`config.mk`:
```
export PLATFORM = sky130hd
export DESIGN_NAME = alu_share_arbiter
export DESIGN_NICKNAME = d
export VERILOG_FILES = /design/src/rtl/alu_share_arbiter.sv
export SDC_FILE = /design/constraint.sdc
export NUM_CORES = 1
export LEC_CHECK = 0
export ABC_AREA = 1
export BUFFER_PORTS_ARGS = -buffer_cell sky130_fd_sc_hd__buf_4
export CAP_MARGIN = 20
export CORE_MARGIN = 10
export CORE_UTILIZATION = 55
export DETAILED_ROUTE_END_ITERATION = 8
export GPL_TIMING_DRIVEN = 0
export PLACE_DENSITY = 0.8
export SETUP_SLACK_MARGIN = 0.4
export SLEW_MARGIN = 20
export SYNTH_ARGS = -nofsm -noshare
export SYNTH_HDL_FRONTEND = slang
export SYNTH_SLANG_ARGS = --single-unit
```
`constraint.sdc`:
```
create_clock -name clk -period 3.9 [get_ports clk]
set_clock_uncertainty 0.05 [all_clocks]
set_input_delay 0.585 -clock clk [delete_from_list [all_inputs] [get_ports clk]]
set_output_delay 0.585 -clock clk [all_outputs]
set_load 0.1 [all_outputs]
```
`src/rtl/alu_share_arbiter.sv`:
```
// Round-robin share of one ALU between two requesters, with a one-entry tagged result buffer.
// ALUControl: 0 ADD, 1 SUB, 2 AND, 3 OR, 4 XOR, 5 SLL, 6 SRL, 7 SRA, 8 SLT, 9 SLTU; optional ALU_ARB_STATS_EN grant counters.
module alu_share_arbiter #(
  parameter int DATA_W = 32,
  parameter int OP_W   = 4,
  parameter int CNT_W  = 16
) (
  input  logic              clk,
  input  logic              rst,
  input  logic              r0_valid,
  output logic              r0_ready,
  input  logic [DATA_W-1:0] r0_a,
  input  logic [DATA_W-1:0] r0_b,
  input  logic [OP_W-1:0]   r0_op,
  input  logic              r1_valid,
  output logic              r1_ready,
  input  logic [DATA_W-1:0] r1_a,
  input  logic [DATA_W-1:0] r1_b,
  input  logic [OP_W-1:0]   r1_op,
  output logic              rsp_valid,
  input  logic              rsp_ready,
  output logic              rsp_id,
  output logic [DATA_W-1:0] rsp_result,
  output logic              rsp_zero
`ifdef ALU_ARB_STATS_EN
  ,
  output logic [CNT_W-1:0]  gnt_cnt0,
  output logic [CNT_W-1:0]  gnt_cnt1
`endif
);

  localparam logic [OP_W-1:0] OP_ADD  = OP_W'(0);
  localparam logic [OP_W-1:0] OP_SUB  = OP_W'(1);
  localparam logic [OP_W-1:0] OP_AND  = OP_W'(2);
  localparam logic [OP_W-1:0] OP_OR   = OP_W'(3);
  localparam logic [OP_W-1:0] OP_XOR  = OP_W'(4);
  localparam logic [OP_W-1:0] OP_SLL  = OP_W'(5);
  localparam logic [OP_W-1:0] OP_SRL  = OP_W'(6);
  localparam logic [OP_W-1:0] OP_SRA  = OP_W'(7);
  localparam logic [OP_W-1:0] OP_SLT  = OP_W'(8);
  localparam logic [OP_W-1:0] OP_SLTU = OP_W'(9);

  typedef enum logic {EMPTY, FULL} buf_state_e;

  buf_state_e        state_q, state_d;
  logic              last_grant_q, last_grant_d;
  logic              rsp_id_q, rsp_id_d;
  logic [DATA_W-1:0] rsp_result_q, rsp_result_d;
  logic              rsp_zero_q, rsp_zero_d;

  logic              gnt0, gnt1, can_accept, accept;
  logic [DATA_W-1:0] sel_a, sel_b, alu_result;
  logic [OP_W-1:0]   sel_op;
  logic [4:0]        shamt;

  // On a conflict the requester that did not win last time gets the ALU.
  always_comb begin
    gnt0       = r0_valid && (!r1_valid || last_grant_q);
    gnt1       = r1_valid && (!r0_valid || !last_grant_q);
    can_accept = (state_q == EMPTY) || rsp_ready;
    r0_ready   = gnt0 && can_accept && !rst;
    r1_ready   = gnt1 && can_accept && !rst;
    accept     = r0_ready || r1_ready;
    sel_a      = gnt1 ? r1_a  : r0_a;
    sel_b      = gnt1 ? r1_b  : r0_b;
    sel_op     = gnt1 ? r1_op : r0_op;
  end

  always_comb begin
    shamt      = sel_b[4:0];
    alu_result = '0;
    case (sel_op)
      OP_ADD:  alu_result = sel_a + sel_b;
      OP_SUB:  alu_result = sel_a - sel_b;
      OP_AND:  alu_result = sel_a & sel_b;
      OP_OR:   alu_result = sel_a | sel_b;
      OP_XOR:  alu_result = sel_a ^ sel_b;
      OP_SLL:  alu_result = sel_a << shamt;
      OP_SRL:  alu_result = sel_a >> shamt;
      OP_SRA:  alu_result = $unsigned($signed(sel_a) >>> shamt);
      OP_SLT:  alu_result = {{(DATA_W-1){1'b0}}, ($signed(sel_a) < $signed(sel_b))};
      OP_SLTU: alu_result = {{(DATA_W-1){1'b0}}, (sel_a < sel_b)};
      default: alu_result = '0;
    endcase
  end

  // A refill in the same cycle as a drain keeps the buffer FULL.
  always_comb begin
    state_d      = state_q;
    last_grant_d = last_grant_q;
    rsp_id_d     = rsp_id_q;
    rsp_result_d = rsp_result_q;
    rsp_zero_d   = rsp_zero_q;
    if (accept) begin
      state_d      = FULL;
      last_grant_d = r1_ready;
      rsp_id_d     = r1_ready;
      rsp_result_d = alu_result;
      rsp_zero_d   = (alu_result == '0);
    end else if ((state_q == FULL) && rsp_ready) begin
      state_d = EMPTY;
    end
  end

  always_ff @(posedge clk) begin
    if (rst) begin
      state_q      <= EMPTY;
      last_grant_q <= 1'b1;
      rsp_id_q     <= 1'b0;
      rsp_result_q <= '0;
      rsp_zero_q   <= 1'b0;
    end else begin
      state_q      <= state_d;
      last_grant_q <= last_grant_d;
      rsp_id_q     <= rsp_id_d;
      rsp_result_q <= rsp_result_d;
      rsp_zero_q   <= rsp_zero_d;
    end
  end

  assign rsp_valid  = (state_q == FULL);
  assign rsp_id     = rsp_id_q;
  assign rsp_result = rsp_result_q;
  assign rsp_zero   = rsp_zero_q;

`ifdef ALU_ARB_STATS_EN
  logic [CNT_W-1:0] cnt0_q, cnt0_d, cnt1_q, cnt1_d;

  // Counters stick at all-ones instead of wrapping.
  always_comb begin
    cnt0_d = cnt0_q;
    cnt1_d = cnt1_q;
    if (r0_ready && r0_valid && (cnt0_q != '1)) cnt0_d = cnt0_q + {{(CNT_W-1){1'b0}}, 1'b1};
    if (r1_ready && r1_valid && (cnt1_q != '1)) cnt1_d = cnt1_q + {{(CNT_W-1){1'b0}}, 1'b1};
  end

  always_ff @(posedge clk) begin
    if (rst) begin
      cnt0_q <= '0;
      cnt1_q <= '0;
    end else begin
      cnt0_q <= cnt0_d;
      cnt1_q <= cnt1_d;
    end
  end

  assign gnt_cnt0 = cnt0_q;
  assign gnt_cnt1 = cnt1_q;
`endif

endmodule

```
==> results of run 1 <==
metal layers:
layer  track usage, %  overflow
met1            63.09         0
met2            79.45         4
met3            49.88         0
met4            59.55         1
met5            31.23         0
synth_stat cells (2+ instances only):
cell      count  area (sq um)
nor4_1        4         25.02
nand2_1     726          2725
nor2_2        5         31.28
nand4_1      16         100.1
nor3_1       21         105.1
buf_1         4         15.01
o21a_1        7         52.55
buf_8         2         30.03
a21boi_0      3         22.52
buf_4         9         67.56
clkbuf_1     54         202.7
nand3b_1     20         150.1
a21oi_1     126         630.6
buf_6        11         123.9
buf_2        28         140.1
xor2_1        3         26.28
nand3_2      10         100.1
o21ai_0     123         615.6
nand2_4       6         67.56
o21bai_1      8         60.06
clkbuf_8      9         123.9
fa_1          2         40.04
o221ai_1      6         52.55
dfxtp_1      36         720.7
ha_1         97          1214
a211oi_1      5         37.54
inv_1       335          1257
o22ai_1      17         106.4
a221oi_1      2         17.52
nor3b_1       2         15.01
o211ai_1     20         150.1
a31oi_1       3         18.77
nor2_1      250         938.4
o21ai_1      11         55.05
inv_2         6         22.52
o21ai_2       5         43.79
nand2_2      23         143.9
nand3_1     442          2212
through the flow:
step | std cells | cell area, sq um
CTS | 2982 | 15990
detailed placement | 2927 | 14470
global placement | 2927 | 14470
floorplan | 2467 | 12800
what timing repair did:
| item | CTS |
|---|---|
| cloned | 5 |
| gates resized for setup | 276 |
| pin swaps | 45 |
| setup buffers | 42 |
| endpoints found under the setup margin | 31 |
logic make-up after synthesis:
logic type,synth area share [%]
buffers and inverters,16.03
AOI/OAI and AO/OA,15.15
and+or+nand+nor,52.90
DFF,5.736
xor gates and xnor gates,0.2092
adders and majority gates,9.978
==> summary.md, run 1 <==
| Metric | Value |
|---|---|
| Pin count of the biggest net entering global routing | `14` |
| Post-synth ARST share | `0%` |
| Synthesized area | `0.01256 sq mm` |
| Io pins | `between 150 and 200` |
| CTS Hold Buffers Added | `0` |
| # H-tree levels | `2` |
| Sequential area share after synthesis | `5.736%` |
| Main synth FF type | `dfxtp_1` |
| Total GRT Usage | `63.65%` |
| #FFs+latches synth | `36` |
| Die Wd | `approximately 170 um` |
| Routability congestion estimate | `1.211` |
| CTS Buf Count | `5` |
| PortBufs | `~180` |
| Clock sinks | `36` |
| Worst endpoint pin kind | `sequential cell input` |
| Row cnt | `55` |
| Worst-path endpoint after global-route repair_timing | `rsp_zero$_SDFFE_PP0P_/D` |
| Run Error | `[ERROR GRT-0232] Routing congestion too high. Check the congestion heatmap in the GUI.` |
| Fail Step | `global routing (5_1_grt)` |
| Clk buf depth | `2` |
| Syn. warnings | `0` |
| Die height | `171.1 um` |
| Remaining global-route overflow | `5` |
| Hpwl dp | `55,310 um` |
| Post-Place Setup Slack | `-1.014 ns` |
| CTS Root Cell | `clkbuf_16` |
| Syn_area_per_cell | `5.093 sq um` |
| Starting density of the core | `55.67%` |
| Post-synth EDFFs | `0` |
| Status | `did not finish` |
| Mapped Cells | `2,467` |
| Mapped Nets | `2,707` |
| Distinct cells, synth | `48` |
==> run 2, diff against run 1 <==
--- a/config.mk
+++ b/config.mk
@@ -9,11 +9,10 @@
 export BUFFER_PORTS_ARGS = -buffer_cell sky130_fd_sc_hd__buf_4
 export CAP_MARGIN = 20
 export CORE_MARGIN = 10
-export CORE_UTILIZATION = 55
+export CORE_UTILIZATION = 40
 export DETAILED_ROUTE_END_ITERATION = 8
 export GPL_TIMING_DRIVEN = 0
-export PLACE_DENSITY = 0.8
-export SETUP_SLACK_MARGIN = 0.4
+export PLACE_DENSITY_LB_ADDON = 0.15
 export SLEW_MARGIN = 20
 export SYNTH_ARGS = -nofsm -noshare
 export SYNTH_HDL_FRONTEND = slang
==> constraint.sdc (replaced) <==
create_clock -name clk -period 5.05 [get_ports clk]
set_clock_uncertainty 0.05 [all_clocks]
set_input_delay 0.7575 -clock clk [delete_from_list [all_inputs] [get_ports clk]]
set_output_delay 0.7575 -clock clk [all_outputs]
set_load 0.1 [all_outputs]
==> summary.md, run 2 <==
| Metric | Value |
|---|---|
| DRC viols | `0` |
| Sequential area share after synthesis | `5.736% (unchanged)` |
| Synth area leaders | `nand2_1 (22%), nand3_1 (18%), inv_1 (10%)` |
| Hpwl dp | `62,360 um (+13%)` |
| GR peak layer | `met2` |
| Post-synth EDFFs | `0 (unchanged)` |
| Area growth from synthesis to layout | `15.86%` |
| CP max FO | `19` |
| CTS Root Cell | `clkbuf_16` |
| Startpoint Class | `input port` |
| Synth area leader | `nand2_1` |
| Syn. warnings | `0 (unchanged)` |
| Top cells by count, synth | `nand2_1 (726), nand3_1 (442), inv_1 (335)` |
| CTS Buf Count | `5 (unchanged)` |
| Adder-Cell Fraction of Synth Area | `9.978% (unchanged)` |
| Final worst-path setup slack | `between 0.09 and 0.1 ns` |
| Worst-Skew Late Latency | `around 0.29 ns` |
| Largest family of logic cells by synthesized area | `simple AND/OR/NAND/NOR gates` |
| Drt pass-1 iters | `8` |
| Tmin final | `4.958 ns` |
| Pwr Density | `240.4 mW/mm^2` |
| CP endpoint kind | `flip-flop` |
| LEAKAGE | `7.967 nW` |
| Post-synth ARST share | `0% (unchanged)` |
| #FFs+latches synth | `36 (unchanged)` |
| Fill cell count | `3,466` |
| Post-route cell area | `approximately 0.015 sq mm` |
| Area of placed instances | `0.01437 sq mm (-0.67%)` |
| Max Cap Viol | `0` |
| Post-route ant nets | `0` |
| Fin Hold WS | `between 0.4 and 0.5 ns` |
| Drt wl/cell | `24.63 um` |
| Commonest non-fill, non-tap cells in the layout | `nand2_1 (724), nand3_1 (441), inv_1 (335), nor2_1 (248), buf_4 (185)` |
| F_max | `0.2017 GHz` |
| Synth Area in Compound Gates | `15.15% (unchanged)` |
| Commonest non-fill, non-tap cell in the layout | `nand2_1` |
| Final hold vios | `0` |
| Io pins | `178 (unchanged)` |
| WP data required | `5.22 ns` |
| Mapped Cells | `2,467 (unchanged)` |
| Unrepaired setup endpoints after global routing | `false` |
| Die height | `197.2 um (+15%)` |
| Status | `completed` |
| Mapped Nets | `2,707 (unchanged)` |
| Vias/cell | `5.961` |
| NumNets Final | `2,879` |
| Tcrit/Tclk final | `between 90% and 100%` |
| Pin count of the biggest net entering global routing | `20` |
| Clock sinks | `36 (unchanged)` |
| Via count of the first global-routing pass | `16,970` |
| Final core utilization | `47.22%` |
| GR Layer Usage met2 | `59.09%` |
| Clk buf depth | `2 (unchanged)` |
| Row cnt | `64 (+16%)` |
| Max FFs per register | `32` |
| Setup-failing EPs final | `0` |
| Post-synth top area share | `21.69% (unchanged)` |
| Met3 usage | `6.474%` |
| Post-Place Setup Slack | `-0.9667 ns (+0.04701 ns)` |
| Final Slew Violations | `0` |
| Starting density of the core | `40.75% (-15 points)` |
| Die area | `roughly 0.04 sq mm` |
| Die Wd | `197.2 um (+15%)` |
| Global-route wire length before repair | `107,400 um` |
| Initial antenna violation count | `0` |
| Vias | `18,090` |
| XOR/XNOR Fraction of Synth Area | `0.2091% (unchanged)` |
| Crit path kind | `in2reg` |
| Routability congestion estimate | `1.117 (-7.8%)` |
| # diodes | `0` |
| CTS Hold Buffers Added | `0 (unchanged)` |
| Core area | `0.03083 sq mm` |
| Synth Area in Simple Gates | `52.90% (unchanged)` |
| Worst-Margin Slew | `0.9078 ns` |
| Hold WC Path Type | `reg2reg` |
| First DRT Iteration DRCs | `2,526` |
| Post-Route WL | `74,760 um` |
| PortBufs | `175 (unchanged)` |
| Remaining global-route overflow | `0` |
| Slew margin rel. | `39.48%` |
| Main synth FF type | `dfxtp_1` |
| Most numerous cell in the Yosys netlist | `nand2_1` |
| Total GRT Usage | `36.76%` |
| Distinct cells, synth | `48 (unchanged)` |
| Reg clk slew, reported paths | `0.06 ns` |
| Peak supply drop | `0.1464 mV` |
| TritonCTS clock tree | `done` |
| Met1 usage | `43.94%` |
| Synthesized area | `0.01256 sq mm (unchanged)` |
| Syn_area_per_cell | `5.093 sq um (unchanged)` |
| Layout cells sized above 1 | `12.09%` |
| WP data arrival | `around 5.1 ns` |
| Post-synthesis mux area share | `0% (unchanged)` |
| # H-tree levels | `2 (unchanged)` |
-- run 2: cell counts after synthesis --
No cell type changed its count.
-- run 2: path summary, 6_finish.rpt --
| path | endpoint | cells after the start | start | slack, ns |
|---|---|---|---|---|
| worst max register to register | rsp_zero | 22 | last_grant_q | 0.27 |
| worst max-delay path | rsp_zero | 23 | r0_valid | 0.09 |
| worst min-delay path | rsp_id | 2 | rsp_id | 0.42 |
| worst min register to register | rsp_id | 2 | rsp_id | 0.42 |
-- run 2: where the power goes --
part,switching [mW],internal [mW],total [mW]
clock network,0.123,0.207,0.330
registers,0.0181,0.316,0.334
logic,2.09,0.750,2.84
total,2.23,1.27,3.50
-- run 2: cells by family (layout without fill, tap and decap cells) --
kind of cell	after synthesis	count (layout)
xor gates and xnor gates	3	3
DFF	36	36
buffers and inverters	461	633
adders and majority gates	99	99
and+or+nand+nor	1528	1528
AOI/OAI and AO/OA	340	340
-- run 2: repair_timing --
item | in CTS | in global routing
cloned | 0 | 0
pin swaps | 0 | 2
setup buffers | 0 | 1
resized for setup | 12 | 24
endpoints found under the setup margin | 17 | 1
-- run 2: routing by layer --
| layer | vias to the layer above | share of wire (%) |
|---|---|---|
| met1 | 8376 | 38 |
| met5 | - | 0 |
| met2 | 1121 | 44 |
| met4 | 0 | 8.2 |
| met3 | 265 | 9.7 |
| li1 | 8331 | - |
-- run 2: layout make-up --
cell class	instances	area, sq um	area share (%)
buffer	108	710.7	4.882
tap	396	495.5	3.404
timing repair buffer	176	1321	9.076
multi-input combinational	1970	9869	67.80
sequential	36	720.7	4.951
inverter	342	1287	8.844
clock buffer	7	152.6	1.049
-- run 2: worst max-delay path, cell delays in order --
cell	delay (ns)
buf_4	0.10
nand2_4	0.14
nand2_8	0.15
buf_12	0.15
buf_8	0.22
clkbuf_4	0.34
o21ai_0	0.17
ha_1	0.49
nand2_1	0.20
nor2_1	0.28
nand4_1	0.10
or2_2	0.33
nand3_1	0.17
nand2_1	0.08
nand3_1	0.08
nand3_1	0.25
nor2_1	0.34
nand2_1	0.10
nor2_1	0.10
nand2_1	0.06
nor2_1	0.20
nand3_1	0.12
a21oi_2	0.12
-- run 2: metrics by stage --
stage / total power, mW / std cells / setup TNS, ns
final: 3.499 / 3035 / 0
after global routing: 3.692 / 3035 / 0
after floorplan: 2.113 / 2467 / 0
after detailed placement: 3.040 / 3038 / -10.29
after global placement: 3.027 / 3038 / -9.469
after CTS: 3.377 / 3042 / 0
No activity file was read; power rests on OpenSTA's default activity.
